### config.mk
export PLATFORM = sky130hd
export DESIGN_NAME = mb_point_test_pattern_gen_flat
export DESIGN_NICKNAME = d
export VERILOG_FILES = /design/src/rtl/mb_point_test_pattern_gen_pkg.sv /design/src/rtl/mb_point_test_pattern_gen_if.sv /design/src/rtl/mb_point_test_pattern_gen_lfsr_lane.sv /design/src/rtl/mb_point_test_pattern_gen.sv /design/src/flat_wrapper.sv
export SDC_FILE = /design/constraint.sdc
export NUM_CORES = 2
export LEC_CHECK = 0
export BUFFER_PORTS_ARGS = -buffer_cell sky130_fd_sc_hd__buf_4
export CAP_MARGIN = 15
export CORE_MARGIN = 2
export CORE_UTILIZATION = 55
export DETAILED_ROUTE_END_ITERATION = 12
export PLACE_DENSITY = 0.78
export SLEW_MARGIN = 5
export SYNTH_ARGS = -nofsm -noshare
export SYNTH_HDL_FRONTEND = slang
export SYNTH_SLANG_ARGS = --single-unit
### constraint.sdc
create_clock -name i_clk -period 3.9 [get_ports i_clk]
set_input_delay 0.39 -clock i_clk [delete_from_list [all_inputs] [get_ports i_clk]]
set_output_delay 0.39 -clock i_clk [all_outputs]
set_load 0.01 [all_outputs]
### src/rtl/mb_point_test_pattern_gen_pkg.sv
// Shared definitions for the mainband point-test pattern generator:
// control-word encodings, LFSR polynomial and per-lane seeds, burst sizes,
// valid-lane framing and the generator FSM states.
package mb_pattern_pkg;

  localparam int unsigned LFSR_W = 23;
  localparam int unsigned CNT_W  = 13;

  typedef enum logic [1:0] {
    CW_IDLE       = 2'b00,
    CW_CLEAR_LFSR = 2'b01,
    CW_LFSR       = 2'b10,
    CW_NOP        = 2'b11
  } cw_e;

  // Feedback taps of x^23+x^21+x^16+x^8+x^5+x^2+1 (x^23 term implicit).
  localparam logic [LFSR_W-1:0] LFSR_TAPS = 23'h210125;

  // Element [n] is the seed of lanes n, n+8, ...
  localparam logic [7:0][LFSR_W-1:0] LANE_SEEDS = {
    23'h1BB807, 23'h0277CE, 23'h19CFC9, 23'h010F12,
    23'h18C0DB, 23'h1EC760, 23'h0607BB, 23'h1DBFBC
  };

  localparam int unsigned BURST_1K_UI = 1024;
  localparam int unsigned BURST_4K_UI = 4096;

  // Four UIs high then four low, LSB (earliest UI) first.
  localparam logic [7:0] VAL_FRAME = 8'h0F;

  typedef enum logic [2:0] {
    ST_IDLE,
    ST_CLEAR,
    ST_LFSR_RUN,
    ST_VAL_RUN,
    ST_DONE
  } pg_state_e;

  function automatic logic [LFSR_W-1:0] lane_seed(input int unsigned lane);
    return LANE_SEEDS[lane[2:0]];
  endfunction

endpackage

### src/rtl/mb_point_test_pattern_gen_if.sv
// Control/pattern bundle between the point-test TX controller (master) and
// the mainband pattern generator (slave).
//   i_mainband_pattern_generator_cw : 2-bit control word
//   i_val_pattern_en                : send valid-lane pattern only
//   i_burst_count                   : 0 = 1K UI, 1 = 4K UI
//   o_lane_data                     : NUM_LANES x UI_PER_CLK lane data
//   o_valid_lane                    : valid-lane framing bits
//   o_lane_data_valid               : beat carries a pattern
//   o_pattern_finished              : one-cycle end-of-burst pulse
interface mb_point_test_pattern_gen_if #(
  parameter int unsigned NUM_LANES  = 16,
  parameter int unsigned UI_PER_CLK = 32
);

  logic [1:0]                      i_mainband_pattern_generator_cw;
  logic                            i_val_pattern_en;
  logic                            i_burst_count;
  logic [NUM_LANES*UI_PER_CLK-1:0] o_lane_data;
  logic [UI_PER_CLK-1:0]           o_valid_lane;
  logic                            o_lane_data_valid;
  logic                            o_pattern_finished;

  modport master (
    output i_mainband_pattern_generator_cw,
    output i_val_pattern_en,
    output i_burst_count,
    input  o_lane_data,
    input  o_valid_lane,
    input  o_lane_data_valid,
    input  o_pattern_finished
  );

  modport slave (
    input  i_mainband_pattern_generator_cw,
    input  i_val_pattern_en,
    input  i_burst_count,
    output o_lane_data,
    output o_valid_lane,
    output o_lane_data_valid,
    output o_pattern_finished
  );

endinterface

### src/rtl/mb_point_test_pattern_gen_lfsr_lane.sv
// One lane of 23-bit Galois LFSR. Presents the next UI_PER_CLK output bits
// (bit 0 earliest) and steps UI_PER_CLK positions when advanced.
//   i_clk, i_rst_n : clock, async active-low reset (state returns to SEED)
//   i_load         : reload SEED (wins over i_advance)
//   i_advance      : step the state by one beat
//   o_word_c       : combinational word for the current state
module mb_lfsr_lane
  import mb_pattern_pkg::*;
#(
  parameter logic [LFSR_W-1:0] SEED       = 23'h1DBFBC,
  parameter int unsigned       UI_PER_CLK = 32
) (
  input  logic                  i_clk,
  input  logic                  i_rst_n,
  input  logic                  i_load,
  input  logic                  i_advance,
  output logic [UI_PER_CLK-1:0] o_word_c
);

  logic [LFSR_W-1:0] state_q;
  logic [LFSR_W-1:0] state_d;
  logic [LFSR_W-1:0] walk_c;

  // Unrolled UI_PER_CLK steps: emit MSB, then shift with feedback.
  always_comb begin
    walk_c   = state_q;
    o_word_c = '0;
    for (int unsigned i = 0; i < UI_PER_CLK; i++) begin
      o_word_c[i] = walk_c[LFSR_W-1];
      walk_c      = {walk_c[LFSR_W-2:0], 1'b0} ^ (walk_c[LFSR_W-1] ? LFSR_TAPS : '0);
    end
  end

  always_comb begin
    state_d = state_q;
    if (i_load) begin
      state_d = SEED;
    end else if (i_advance) begin
      state_d = walk_c;
    end
  end

  always_ff @(posedge i_clk or negedge i_rst_n) begin
    if (!i_rst_n) begin
      state_q <= SEED;
    end else begin
      state_q <= state_d;
    end
  end

endmodule

### src/rtl/mb_point_test_pattern_gen.sv
// Mainband TX pattern generator for the RX-initiated data-to-clock point
// test. Sends a 1K/4K-UI burst of per-lane LFSR data (or valid-lane framing
// only), then pulses o_pattern_finished once.
//   i_clk, i_rst_n : clock, async active-low reset
//   pg             : control in / pattern out bundle (slave side)
module mb_point_test_pattern_gen
  import mb_pattern_pkg::*;
#(
  parameter int unsigned NUM_LANES  = 16,
  parameter int unsigned UI_PER_CLK = 32
) (
  input logic                        i_clk,
  input logic                        i_rst_n,
  mb_point_test_pattern_gen_if.slave pg
);

  localparam int unsigned DATA_W   = NUM_LANES * UI_PER_CLK;
  localparam int unsigned BEATS_1K = BURST_1K_UI / UI_PER_CLK;
  localparam int unsigned BEATS_4K = BURST_4K_UI / UI_PER_CLK;
  localparam logic [UI_PER_CLK-1:0] VAL_WORD = {(UI_PER_CLK / 8){VAL_FRAME}};

  pg_state_e             state_q, state_d;
  logic [CNT_W-1:0]      cnt_q, cnt_d;
  logic                  burst_q, burst_d;
  logic                  fin_sent_q, fin_sent_d;
  logic [DATA_W-1:0]     lane_data_q, lane_data_d;
  logic [UI_PER_CLK-1:0] valid_lane_q, valid_lane_d;
  logic                  data_valid_q, data_valid_d;
  logic                  finished_q, finished_d;

  logic                  load_c;
  logic                  advance_c;
  logic [DATA_W-1:0]     lane_words_c;
  logic                  cw_clear_c;
  logic                  cw_lfsr_c;
  logic                  val_en_c;
  logic                  last_beat_c;

  assign cw_clear_c  = (pg.i_mainband_pattern_generator_cw == CW_CLEAR_LFSR);
  assign cw_lfsr_c   = (pg.i_mainband_pattern_generator_cw == CW_LFSR);
  assign val_en_c    = pg.i_val_pattern_en;
  assign last_beat_c = (cnt_q == (burst_q ? CNT_W'(BEATS_4K - 1) : CNT_W'(BEATS_1K - 1)));

  // Per-lane LFSRs; lanes repeat the 8-seed table.
  for (genvar l = 0; l < NUM_LANES; l++) begin : g_lane
    mb_lfsr_lane #(
      .SEED       (lane_seed(l)),
      .UI_PER_CLK (UI_PER_CLK)
    ) u_lane (
      .i_clk     (i_clk),
      .i_rst_n   (i_rst_n),
      .i_load    (load_c),
      .i_advance (advance_c),
      .o_word_c  (lane_words_c[l*UI_PER_CLK +: UI_PER_CLK])
    );
  end

  // Next state and next registered outputs; outputs default to zero.
  always_comb begin
    state_d      = state_q;
    cnt_d        = cnt_q;
    burst_d      = burst_q;
    fin_sent_d   = fin_sent_q;
    lane_data_d  = '0;
    valid_lane_d = '0;
    data_valid_d = 1'b0;
    finished_d   = 1'b0;
    load_c       = 1'b0;
    advance_c    = 1'b0;

    if (cw_clear_c) begin
      // Clear aborts anything, including a run in progress.
      state_d = ST_CLEAR;
      load_c  = 1'b1;
      cnt_d   = '0;
    end else begin
      unique case (state_q)
        ST_IDLE, ST_CLEAR: begin
          if (cw_lfsr_c) begin
            state_d = ST_LFSR_RUN;
            cnt_d   = '0;
            burst_d = pg.i_burst_count;
          end else if (val_en_c) begin
            state_d = ST_VAL_RUN;
            cnt_d   = '0;
            burst_d = pg.i_burst_count;
          end
        end

        ST_LFSR_RUN: begin
          if (!cw_lfsr_c) begin
            // Abort: LFSR and counter are left as-is.
            state_d = ST_IDLE;
          end else begin
            lane_data_d  = lane_words_c;
            valid_lane_d = VAL_WORD;
            data_valid_d = 1'b1;
            advance_c    = 1'b1;
            cnt_d        = cnt_q + CNT_W'(1);
            if (last_beat_c) begin
              state_d    = ST_DONE;
              fin_sent_d = 1'b0;
            end
          end
        end

        ST_VAL_RUN: begin
          if (!val_en_c) begin
            state_d = ST_IDLE;
          end else begin
            valid_lane_d = VAL_WORD;
            data_valid_d = 1'b1;
            cnt_d        = cnt_q + CNT_W'(1);
            if (last_beat_c) begin
              state_d    = ST_DONE;
              fin_sent_d = 1'b0;
            end
          end
        end

        ST_DONE: begin
          // Pulse once, then hold until the controller drops its enables.
          finished_d = !fin_sent_q;
          fin_sent_d = 1'b1;
          if (!cw_lfsr_c && !val_en_c) begin
            state_d = ST_IDLE;
          end
        end

        default: state_d = ST_IDLE;
      endcase
    end
  end

  always_ff @(posedge i_clk or negedge i_rst_n) begin
    if (!i_rst_n) begin
      state_q      <= ST_IDLE;
      cnt_q        <= '0;
      burst_q      <= 1'b0;
      fin_sent_q   <= 1'b0;
      lane_data_q  <= '0;
      valid_lane_q <= '0;
      data_valid_q <= 1'b0;
      finished_q   <= 1'b0;
    end else begin
      state_q      <= state_d;
      cnt_q        <= cnt_d;
      burst_q      <= burst_d;
      fin_sent_q   <= fin_sent_d;
      lane_data_q  <= lane_data_d;
      valid_lane_q <= valid_lane_d;
      data_valid_q <= data_valid_d;
      finished_q   <= finished_d;
    end
  end

  assign pg.o_lane_data        = lane_data_q;
  assign pg.o_valid_lane       = valid_lane_q;
  assign pg.o_lane_data_valid  = data_valid_q;
  assign pg.o_pattern_finished = finished_q;

endmodule
### src/flat_wrapper.sv
// flat-port wrapper written by rule: the top's interface ports become plain ports
module mb_point_test_pattern_gen_flat import mb_pattern_pkg::*;
#(
  parameter int unsigned NUM_LANES  = 16,
  parameter int unsigned UI_PER_CLK = 32
)
  (i_clk, i_rst_n, pg_i_mainband_pattern_generator_cw, pg_i_val_pattern_en, pg_i_burst_count, pg_o_lane_data, pg_o_valid_lane, pg_o_lane_data_valid, pg_o_pattern_finished);
  mb_point_test_pattern_gen_if #(.NUM_LANES(NUM_LANES), .UI_PER_CLK(UI_PER_CLK)) pg_i ();
  input logic i_clk;
  input logic i_rst_n;
  input wire logic [$bits(pg_i.i_mainband_pattern_generator_cw)-1:0] pg_i_mainband_pattern_generator_cw;
  input wire logic [$bits(pg_i.i_val_pattern_en)-1:0] pg_i_val_pattern_en;
  input wire logic [$bits(pg_i.i_burst_count)-1:0] pg_i_burst_count;
  output wire logic [$bits(pg_i.o_lane_data)-1:0] pg_o_lane_data;
  output wire logic [$bits(pg_i.o_valid_lane)-1:0] pg_o_valid_lane;
  output wire logic [$bits(pg_i.o_lane_data_valid)-1:0] pg_o_lane_data_valid;
  output wire logic [$bits(pg_i.o_pattern_finished)-1:0] pg_o_pattern_finished;
  assign pg_i.i_mainband_pattern_generator_cw = pg_i_mainband_pattern_generator_cw;
  assign pg_i.i_val_pattern_en = pg_i_val_pattern_en;
  assign pg_i.i_burst_count = pg_i_burst_count;
  assign pg_o_lane_data = pg_i.o_lane_data;
  assign pg_o_valid_lane = pg_i.o_valid_lane;
  assign pg_o_lane_data_valid = pg_i.o_lane_data_valid;
  assign pg_o_pattern_finished = pg_i.o_pattern_finished;
  mb_point_test_pattern_gen #(.NUM_LANES(NUM_LANES), .UI_PER_CLK(UI_PER_CLK)) u_core (.i_clk(i_clk), .i_rst_n(i_rst_n), .pg(pg_i));
endmodule
==> summary.md <==
| Metric | Value |
|---|---|
| Status | `complete, no violations` |
| Starting DRC count in detailed routing | `3280` |
| WP data required | `~4500 ps` |
| Max-slew headroom | `0.336` |
| Hold depth | `4` |
| Ys flop type | `dfrtp_1` |
| Crit Reg-Reg Endpoint | `u_core.g_lane[2].u_lane.state_q[9]$_DFFE_PN1P_` |
| Syn Area/Cell | `11.8 sq um` |
| Fraction of registers with async set/reset | `1.00` |
| Ratio of cells with drive above 1 in the final layout | `0.270` |
| Max cap viols | `0` |
| Met3 Wirelength | `12000 um` |
| Detailed Place HPWL | `122000 um` |
| Clock Latency Late Sink | `approximately 700 ps` |
| Routed wire length | `roughly 170000 um` |
| Final Critical Period | `between 3000 and 4000 ps` |
| Max Used Layer | `met4` |
| Reg2Reg Launch Point | `u_core.g_lane[2].u_lane.state_q[14]$_DFFE_PN1P_` |
| Crit Path Class | `register to register` |
| Reg2reg setup slack | `60 ps` |
| Setup TNS | `0 ps` |
| GP Congestion | `0.976` |
| Post-Syn Instances | `roughly 5000` |
| Seq cells post-synth | `900` |
| Multi-input logic area | `35500 sq um` |
| CP Data Arrival Time | `4420 ps` |
| Synth Warn # | `0` |
| Drt first pass iters | `6` |
| Worst Hold Path EP | `u_core.state_q[2]$_DFFE_PN0P_` |
| Metal2 WL | `roughly 81000 um` |
| Cell Area, Synth | `59400 sq um` |
| GR Overflow Total | `0` |
| Register area share after synthesis | `0.383` |
| Initial antenna violation count | `1` |
| Number of CTS-inserted buffers | `100` |
| CP Max Fanout | `6` |
| CTS Buffer Depth | `3` |
| Htree depth | `3` |
| Skew final | `between 20 and 30 ps` |
| FF-to-FF path depth | `9` |
| Via Count | `40000` |
| Post-synth cell types | `58` |
| DRC | `0` |
| Root Buffer | `clkbuf_16` |
| CTS sink count | `900` |
| Fin area | `a little over 70000 sq um` |
| FF/Latch Area | `22800 sq um` |
| Starting Density | `0.554` |
| Cell Count, Final, Fillers Out | `7368` |
| WL/cell | `roughly 23 um` |
| Worst slew pin tran | `between 900 and 1000 ps` |
| Final setup viols | `0` |
| Fin. Hold Viols | `0` |
| Die width | `between 300 and 400 um` |
| Placed cell areas | `67900 sq um` |
| Clock-pin slew of the registers on the worst-case setup and hold paths | `around 60 ps` |
| Global-route usage over all layers | `0.305` |
| First-pass GRT wire length | `259000 um` |
| RSZ-0062 raised after global routing | `yes` |
| Vias in the first global route | `around 42000` |
| CP endpoint kind | `register` |
| Core area | `107000 sq um` |
| Die area | `roughly 110000 sq um` |
| I/O pins | `roughly 550` |
| Hold wc startpoint | `pg_i_mainband_pattern_generator_cw[1]` |
| Fin util | `0.668` |
| Final ANT Viol Nets | `0` |
| Number of fill cells | `slightly below 8000` |
| Row count | `120` |
| WL met1 | `71600 um` |
| Peak Freq | `0.260 GHz` |
| Area grow syn2layout | `20.5%` |
| Port Buffers | `535` |
| Worst hold path class | `primary input to register` |
| Largest net degree at the start of global routing | `140` |
| Die Y | `333 um` |
| Post-synth EDFFs | `0` |
| Final Slew Violations | `0` |
| Vias/cell | `5.43` |
| CTS tree | `built` |
| CP Launch Type | `register` |
| Period utilisation layout | `0.985` |
| Nets | `5889` |
| Placed cell count | `7174` |
[worst max-delay path, cell delays in order (launching register included)]
cell and delay (ps):
dfstp_2 590, xnor3_1 510, xor2_1 280, xnor3_1 510
xnor3_2 510, xnor2_2 300, xor2_1 370, xnor2_1 190
nor3b_1 190, a211oi_1 290
[state kept, by name, indices dropped and copies added (netlist names)]
signal	count
u_core.g_lane.u_lane.state_q	368
u_core.pg.o_lane_data	512
u_core.state_q	3
u_core.fin_sent_q	1
u_core.pg.o_valid_lane	1
u_core.cnt_q	13
u_core.burst_q	1
u_core.pg.o_pattern_finished	1
[per-layer routing]
layer / track usage / up-vias
li1: - / 17800
met1: 0.426 / 20300
met2: 0.492 / 1583
met3: 0.0517 / 303
met4: 0.0854 / 0
met5: 0 / -
[placed cells by master, fill, tap and decap left out, types with 15 or more instances in the layout]
cell	Yosys	routed
o21ai_1	59	59
nand3_1	15	15
clkinv_2	0	25
dfstp_2	182	182
xnor2_2	82	95
xnor2_4	17	20
o211ai_1	61	61
clkbuf_1	191	16
and2_1	96	96
a21oi_1	148	148
nand2_1	245	243
and3_1	59	59
nor2_1	522	520
xor2_1	480	472
a211oi_1	31	31
o21ai_0	84	84
buf_4	48	1012
xor3_1	87	81
xnor3_2	25	37
buf_12	0	23
xnor3_1	326	314
conb_1	1	16
clkbuf_16	0	105
xnor2_1	1356	1340
dfrtp_1	718	707
xor2_2	15	22
[how the worst max path moves through the flow]
stage,startpoint,end,slack [ps],cells past startpoint
CTS,u_core.g_lane[2].u_lane.state_q[14]$_DFFE_PN1P_,u_core.g_lane[2].u_lane.state_q[9]$_DFFE_PN1P_,0.8,9
finish,u_core.g_lane[2].u_lane.state_q[14]$_DFFE_PN1P_,u_core.g_lane[2].u_lane.state_q[9]$_DFFE_PN1P_,60,9
detailed placement,u_core.g_lane[15].u_lane.state_q[21]$_DFFE_PN0P_,u_core.g_lane[15].u_lane.state_q[6]$_DFFE_PN0P_,-120,9
global route,u_core.g_lane[2].u_lane.state_q[14]$_DFFE_PN1P_,u_core.g_lane[2].u_lane.state_q[9]$_DFFE_PN1P_,-30,9
global placement,u_core.g_lane[15].u_lane.state_q[21]$_DFFE_PN0P_,u_core.g_lane[15].u_lane.state_q[6]$_DFFE_PN0P_,-90,9
floorplan,u_core.g_lane[13].u_lane.state_q[14]$_DFFE_PN1P_,u_core.g_lane[13].u_lane.state_q[9]$_DFFE_PN1P_,-2,10
[cell families after synthesis]
group	count (synthesis)	synth area share
compound gates	427	0.0422
xor+xnor	2397	0.477
fa+ha+maj	3	0.000632
buf+inv	332	0.0257
flops	900	0.383
mux	7	0.00124
other cells	1	0.0000631
simple gates	979	0.0704
[final cells by class]
cell class / instances / area share
multi-input combinational: 3829 / 0.496
tap: 1403 / 0.0245
sequential: 900 / 0.318
timing repair buffer: 1039 / 0.113
antenna: 1 / 0.0000349
clock buffer: 131 / 0.0394
clock inverter: 55 / 0.00851
inverter: 10 / 0.000594
[through the flow]
stage	setup slack, ps	hold slack (ps)
floorplan	-2.34	94.4
global placement	-87.1	461
finish	58.8	275
CTS	0.808	217
detailed placement	-122	461
global route	-34.7	325
[what timing repair did]
| item | 4_1_cts | 5_1_grt |
|---|---|---|
| resized for setup | 4 | 50 |
| gates cloned | 0 | 0 |
| setup buffers | 0 | 4 |
| endpoints found under the hold margin | 47 | 0 |
| hold buffers | 3 | 0 |
| setup endpoints to repair | 11 | 64 |
| pin swaps | 0 | 7 |
[synthesized netlist by cell type (4+ instances only)]
library cell  number  area share
o21ai_1           59      0.0050
a22oi_1            5     0.00063
buf_4             48      0.0061
nor3_1            12      0.0010
xnor2_2           82       0.022
and2_1            96       0.010
a211oi_1          31      0.0039
xor3_2             7      0.0029
a21o_1             9      0.0011
dfstp_2          182       0.080
nor2_1           522       0.033
o21ai_0           84      0.0071
a22o_1             8      0.0012
buf_2             66      0.0056
nand2_1          245       0.015
xor3_1            87       0.035
clkbuf_1         191       0.012
mux2i_1            4     0.00067
xnor2_4           17      0.0079
and3_1            59      0.0062
or2_2             13      0.0014
xor2_2            15      0.0041
dfrtp_1          718        0.30
a21oi_1          148       0.012
xnor3_1          326        0.12
inv_1             10     0.00063
o22a_1             8      0.0012
buf_1             14     0.00088
nand3_1           15      0.0013
xnor3_2           25       0.010
o211ai_1          61      0.0077
xor2_1           480       0.071
xnor2_1         1356        0.20
Power is left out: the tool's default activity adds up to more than one toggle a clock period on the data nets, which glitch-free logic cannot reach.
